$ cat config.mk
export PLATFORM = sky130hd
export DESIGN_NAME = pipe_stage_regs
export DESIGN_NICKNAME = d
export VERILOG_FILES = /design/src/rtl/pipe_pkg.sv /design/src/rtl/pipe_reg.sv /design/src/rtl/pipe_stage_regs.sv
export SDC_FILE = /design/constraint.sdc
export NUM_CORES = 1
export LEC_CHECK = 0
export CAP_MARGIN = 20
export CORE_MARGIN = 2
export CORE_UTILIZATION = 42
export CTS_CLUSTER_SIZE = 40
export DETAILED_ROUTE_END_ITERATION = 10
export PLACE_DENSITY_LB_ADDON = 0.12
export SETUP_SLACK_MARGIN = 0.5
export SYNTH_ARGS = -nofsm -noshare
export SYNTH_HDL_FRONTEND = slang
export SYNTH_SLANG_ARGS = --single-unit
export TNS_END_PERCENT = 1
$ cat constraint.sdc
create_clock -name clk_i -period 10.1 [get_ports clk_i]
set_input_delay 2.02 -clock clk_i [delete_from_list [all_inputs] [get_ports clk_i]]
set_output_delay 2.02 -clock clk_i [all_outputs]
set_load 0.01 [all_outputs]
$ cat src/rtl/pipe_pkg.sv
// Shared types and constants for the pipeline register chain.
package pipe_pkg;

    localparam int PIPE_XLEN = 32;

    // Instruction word loaded into a bubbled stage (addi x0, x0, 0).
    localparam logic [PIPE_XLEN-1:0] NOP_INSTR_DEF = 32'h0000_0013;

    // Sequential fetch increment.
    localparam logic [PIPE_XLEN-1:0] PC_STEP = 32'd4;

    // Contents of one inter-stage register.
    typedef struct packed {
        logic                 valid;
        logic [PIPE_XLEN-1:0] pc;
        logic [PIPE_XLEN-1:0] instr;
    } stage_t;

    // An empty slot: not valid, NOP instruction, zero PC.
    function automatic stage_t make_bubble(input logic [PIPE_XLEN-1:0] nop);
        stage_t b;
        b.valid = 1'b0;
        b.pc    = '0;
        b.instr = nop;
        return b;
    endfunction

endpackage

$ cat src/rtl/pipe_reg.sv
// One inter-stage register with flush > stall > load priority.
// A stalled upstream stage hands down a bubble instead of a copy of its
// instruction, and every bubble carries the NOP word with a zero PC.
module pipe_reg
    import pipe_pkg::*;
#(
    parameter logic [PIPE_XLEN-1:0] NOP_INSTR = NOP_INSTR_DEF
) (
    input  logic   clk,
    input  logic   rst,
    input  logic   stall,
    input  logic   flush,
    input  logic   up_stall,
    input  stage_t src,
    output stage_t stage
);

    stage_t bubble;

    assign bubble = make_bubble(NOP_INSTR);

    // Flush beats stall, stall beats load; an invalid load becomes a bubble.
    always_ff @(posedge clk or posedge rst) begin
        if (rst) begin
            stage <= bubble;
        end else if (flush) begin
            stage <= bubble;
        end else if (!stall) begin
            if (src.valid && !up_stall) begin
                stage <= src;
            end else begin
                stage <= bubble;
            end
        end
    end

endmodule

$ cat src/rtl/pipe_stage_regs.sv
// PC register plus the FD/DE/EM/MW register chain of the 5-stage core.
// Optional performance counters are built when PIPE_PERF_CNT_EN is defined.
module pipe_stage_regs
    import pipe_pkg::*;
#(
    parameter int              XLEN      = PIPE_XLEN,
    parameter logic [XLEN-1:0] RESET_PC  = '0,
    parameter logic [XLEN-1:0] NOP_INSTR = NOP_INSTR_DEF
) (
    input  logic            clk_i,
    input  logic            rst_i,
    input  logic            f_stall_i,
    input  logic            d_stall_i,
    input  logic            e_stall_i,
    input  logic            m_stall_i,
    input  logic            w_stall_i,
    input  logic            fd_flush_i,
    input  logic            de_flush_i,
    input  logic            em_flush_i,
    input  logic            mw_flush_i,
    input  logic [XLEN-1:0] imem_instr_i,
    output logic [XLEN-1:0] pc_o,
    output logic            fd_valid_o,
    output logic            de_valid_o,
    output logic            em_valid_o,
    output logic            mw_valid_o,
    output logic [XLEN-1:0] fd_pc_o,
    output logic [XLEN-1:0] de_pc_o,
    output logic [XLEN-1:0] em_pc_o,
    output logic [XLEN-1:0] mw_pc_o,
    output logic [XLEN-1:0] fd_instr_o,
    output logic [XLEN-1:0] de_instr_o,
    output logic [XLEN-1:0] em_instr_o,
    output logic [XLEN-1:0] mw_instr_o,
    output logic            retire_o
`ifdef PIPE_PERF_CNT_EN
    ,
    output logic [31:0]     cycle_cnt_o,
    output logic [31:0]     retire_cnt_o,
    output logic [31:0]     bubble_cnt_o
`endif
);

    stage_t fd_src;
    stage_t fd;
    stage_t de;
    stage_t em;
    stage_t mw;

    // The fetch slot is always a real instruction; FD drops it if F stalls.
    assign fd_src = '{valid: 1'b1, pc: pc_o, instr: imem_instr_i};

    // Fetch PC: hold on F stall, otherwise step and wrap naturally.
    always_ff @(posedge clk_i or posedge rst_i) begin
        if (rst_i) begin
            pc_o <= RESET_PC;
        end else if (!f_stall_i) begin
            pc_o <= pc_o + PC_STEP;
        end
    end

    pipe_reg #(.NOP_INSTR(NOP_INSTR)) u_fd (
        .clk(clk_i), .rst(rst_i), .stall(d_stall_i), .flush(fd_flush_i),
        .up_stall(f_stall_i), .src(fd_src), .stage(fd)
    );

    pipe_reg #(.NOP_INSTR(NOP_INSTR)) u_de (
        .clk(clk_i), .rst(rst_i), .stall(e_stall_i), .flush(de_flush_i),
        .up_stall(d_stall_i), .src(fd), .stage(de)
    );

    pipe_reg #(.NOP_INSTR(NOP_INSTR)) u_em (
        .clk(clk_i), .rst(rst_i), .stall(m_stall_i), .flush(em_flush_i),
        .up_stall(e_stall_i), .src(de), .stage(em)
    );

    pipe_reg #(.NOP_INSTR(NOP_INSTR)) u_mw (
        .clk(clk_i), .rst(rst_i), .stall(w_stall_i), .flush(mw_flush_i),
        .up_stall(m_stall_i), .src(em), .stage(mw)
    );

    assign fd_valid_o = fd.valid;
    assign de_valid_o = de.valid;
    assign em_valid_o = em.valid;
    assign mw_valid_o = mw.valid;
    assign fd_pc_o    = fd.pc;
    assign de_pc_o    = de.pc;
    assign em_pc_o    = em.pc;
    assign mw_pc_o    = mw.pc;
    assign fd_instr_o = fd.instr;
    assign de_instr_o = de.instr;
    assign em_instr_o = em.instr;
    assign mw_instr_o = mw.instr;

    // An instruction retires when it sits in MW and writeback is not held.
    assign retire_o = mw.valid & ~w_stall_i;

`ifdef PIPE_PERF_CNT_EN
    // Free-running wrapping event counters.
    always_ff @(posedge clk_i or posedge rst_i) begin
        if (rst_i) begin
            cycle_cnt_o  <= '0;
            retire_cnt_o <= '0;
            bubble_cnt_o <= '0;
        end else begin
            cycle_cnt_o <= cycle_cnt_o + 32'd1;
            if (retire_o) begin
                retire_cnt_o <= retire_cnt_o + 32'd1;
            end
            if (!mw.valid) begin
                bubble_cnt_o <= bubble_cnt_o + 32'd1;
            end
        end
    end
`endif

endmodule

==> metrics.txt <==
met2 routed WL 14200 um; Pwr Density 161 nW/um^2; post-synthesis cell area 10300 um^2; Final HPWL DP 19500 um; Post-Route WL 30300 um; M1 WL 13200 um; Via Count ~7600; port bufs 325; top achievable clock speed ~190 MHz; clock insertion delay at the later pin of the skew report 0.54 ns; R2R Path Start pc_o[2]$_DFFE_PP0N_; CP endpoint kind output pin; Sw Share 23.5%; max-cap violation count 0; Initial DRT Pass Iterations 5; Netlist cell types 33; post_cts resized 0; hold worst-path end u_mw.stage[22]$_DFFE_PP0P_; Slowest cell on crit path clkdlybuf4s50_1; Worst R2R Setup Slack between 8 and 9 ns; RSZ-0062 raised after global routing false; routed vias/inst 5.57; sequential fraction of the synthesis area 68.4%; CP Max Fanout 5; CP cell instances clkdlybuf4s50_1 > nor2b_1 > clkdlybuf4s50_1; CTS Root Cell clkbuf_16; Post-Synthesis Cells 700; die height 161 um; Tot GR Track Use 23.2%; Largest stage delay, worst path 0.54 ns; Nets 1058; Top Layer Used met4; Int Power 0.00183 W; Final Critical Period around 5.2 ns; hold_sp u_mw.stage[22]$_DFFE_PP0P_; final period utilization 51.7%; worst reg-to-reg path cell count 5; residual DRC count 0; final-report hold violation count 0; Logic pwr share approximately 7.1%; met3 WL between 2000 and 2500 um; fillers 1880; Ys Warns 0; critical path's most frequent cell clkdlybuf4s50_1; design area 14800 um^2; max-slew violation count 0; Leakage 6.67 nW; Post-CTS Setup Inserts 0; Power Total 0.00239 W; CTS tree built; placer congestion estimate 0.790; Hold Path Depth 1; Seq pwr share 50.1%; Final setup viols 0; full die area 25900 um^2; clock sinks 282; worst vdd ir 0.000138 V; Layout area overhead 43.4%; total core area 24200 um^2; first-pass GRT wire length 47200 um; worst hold path class register to register; clock skew 0.00618 ns; vias in the first global route 7595; Top-Level Pins approximately 340; maximum number of pins on one net before global-route repair 141; Bufs on Longest Clock Path 3; worst-margin pin slew roughly 0.93 ns; FP Rows between 50 and 60; Initial Util 42.7%; #FFs+latches synth roughly 280; die width 161 um; GR Overflow Total 0; slew margin rel. 37.9%; clock share of power between 40 and 50%; R2R Path End pc_o[26]$_DFFE_PP0N_; average routed wire per standard cell 22.3 um; status completed; critical path class primary input to output pin; Sw Pwr 0.000561 W; cts hold-fix bufs 0; antenna violations before repair 0; share of post-route cells with drive strength above 1 8.41%; Syn Area/Cell between 10 and 15 um^2; Worst-path clk slew roughly 0.06 ns; arrival time worst endpoint 3.20 ns; TritonCTS Buffers 30; placed cell areas 13900 um^2; drt first-iter violations 538; Final ANT Viol Nets 0; CP startpoint kind primary input; CP required just over 8 ns; setup TNS 0 ns; CTS H-tree depth 1
## layout by cell type (no fill, tap or decap), types with 5 or more instances in the layout
cell type | Yosys | layout
xor2_1 | 7 | 7
clkdlybuf4s50_1 | 0 | 325
o22a_1 | 12 | 12
nand3_1 | 8 | 8
and4_1 | 5 | 5
clkbuf_16 | 0 | 31
a22o_1 | 236 | 236
clkbuf_1 | 45 | 9
nand2_1 | 16 | 16
clkinv_2 | 0 | 6
xnor2_1 | 22 | 22
buf_4 | 10 | 11
and3_1 | 5 | 5
conb_1 | 1 | 10
dfrtp_1 | 270 | 270
nand2b_1 | 5 | 5
clkbuf_8 | 0 | 5
dfstp_2 | 12 | 12
nand4_1 | 6 | 6
## how the worst max path moves through the flow
stage | from | end | slack [ns] | cells after the start
after floorplan | rst_i | pc_o[10]$_DFFE_PP0N_ | 4.35 | 1
after global placement | w_stall_i | retire_o | 4.86 | 3
after detailed placement | w_stall_i | retire_o | 4.87 | 3
after CTS | w_stall_i | retire_o | 4.87 | 3
after global routing | w_stall_i | retire_o | 4.77 | 3
final | w_stall_i | retire_o | 4.88 | 3
## cell usage after synthesis, drive strengths merged
library cell / instances / share of area, %
a22o: 236 / 20
or4b: 3 / 0.29
o22a: 12 / 1.0
nand4b: 1 / 0.23
inv: 2 / 0.073
or2: 1 / 0.061
mux2: 1 / 0.11
nand2b: 5 / 0.30
nor4: 2 / 0.41
clkbuf: 45 / 1.6
nand3b: 1 / 0.19
or3: 1 / 0.061
nor3: 3 / 0.19
conb: 1 / 0.036
xnor2: 22 / 1.9
nor4b: 3 / 0.44
xor2: 7 / 0.59
dfrtp: 270 / 65
dfstp: 12 / 3.0
ha: 1 / 0.12
nand2: 16 / 0.58
and4: 5 / 0.42
nor2: 4 / 0.15
nand4: 7 / 0.57
nand3: 9 / 0.48
nor2b: 5 / 0.30
buf: 19 / 1.2
and3b: 1 / 0.085
and3: 5 / 0.30
## flip-flops by register name, summed over array words and instances, names as in the netlist
register / count
u_de.stage: 63
pc_o: 30
u_mw.stage: 63
u_fd.stage: 63
u_em.stage: 63
## area by class of cell
| class | instances | area (um^2) | area share (%) |
|---|---|---|---|
| clock inverters | 7 | 37.5 | 0.253 |
| repair buffers | 337 | 3360 | 22.6 |
| diodes | 1 | 2.50 | 0.0169 |
| clock buffers | 45 | 878 | 5.92 |
| multi-input cells | 361 | 3070 | 20.7 |
| well taps | 324 | 405 | 2.73 |
| flip-flops and latches | 282 | 7070 | 47.7 |
| inverters | 2 | 11.3 | 0.0759 |
## layer usage
metal	track usage (%)	up-vias
li1	-	3293
met1	32.7	3910
met2	37.1	316
met3	4.96	50
met4	5.80	0
met5	0	-
## critical path: cells and delay by family
kind	cells	cell delay (ns)
buffers and inverters	2	1.04
and+or+nand+nor	1	0.14
## logic make-up after synthesis
group	count (synthesis)	synth area share, %
AND/OR/NAND/NOR	72	5.07
adder cells (fa/ha/maj)	1	0.121
other	1	0.0362
flip-flops	282	68.4
XOR/XNOR	29	2.45
multiplexers	1	0.109
AO/OA/AOI/OAI	248	21.0
buffers and inverters	66	2.87
## power groups by stage
stage	sequential, W	clock [W]	combinational [W]
floorplan	0.00121	0	0.0000735
global placement	0.00121	0	0.000168
detailed placement	0.00122	0	0.000171
CTS	0.00120	0.00104	0.000171
global route	0.00120	0.00109	0.000183
finish	0.00120	0.00102	0.000168
## metrics by stage
stage | worst slack (ns) | cells | hold WS [ns] | utilization (%)
6_report | 4.88 | 1359 | 0.494 | 61.2
5_1_grt | 4.77 | 1358 | 0.509 | 61.2
4_1_cts | 4.87 | 1358 | 0.500 | 61.2
3_5_place_dp | 4.87 | 1306 | 0.481 | 57.4
3_3_place_gp | 4.86 | 1306 | 0.483 | 57.4
2_1_floorplan | 4.35 | 709 | 0.521 | -
(Power assumes the default switching activity.)
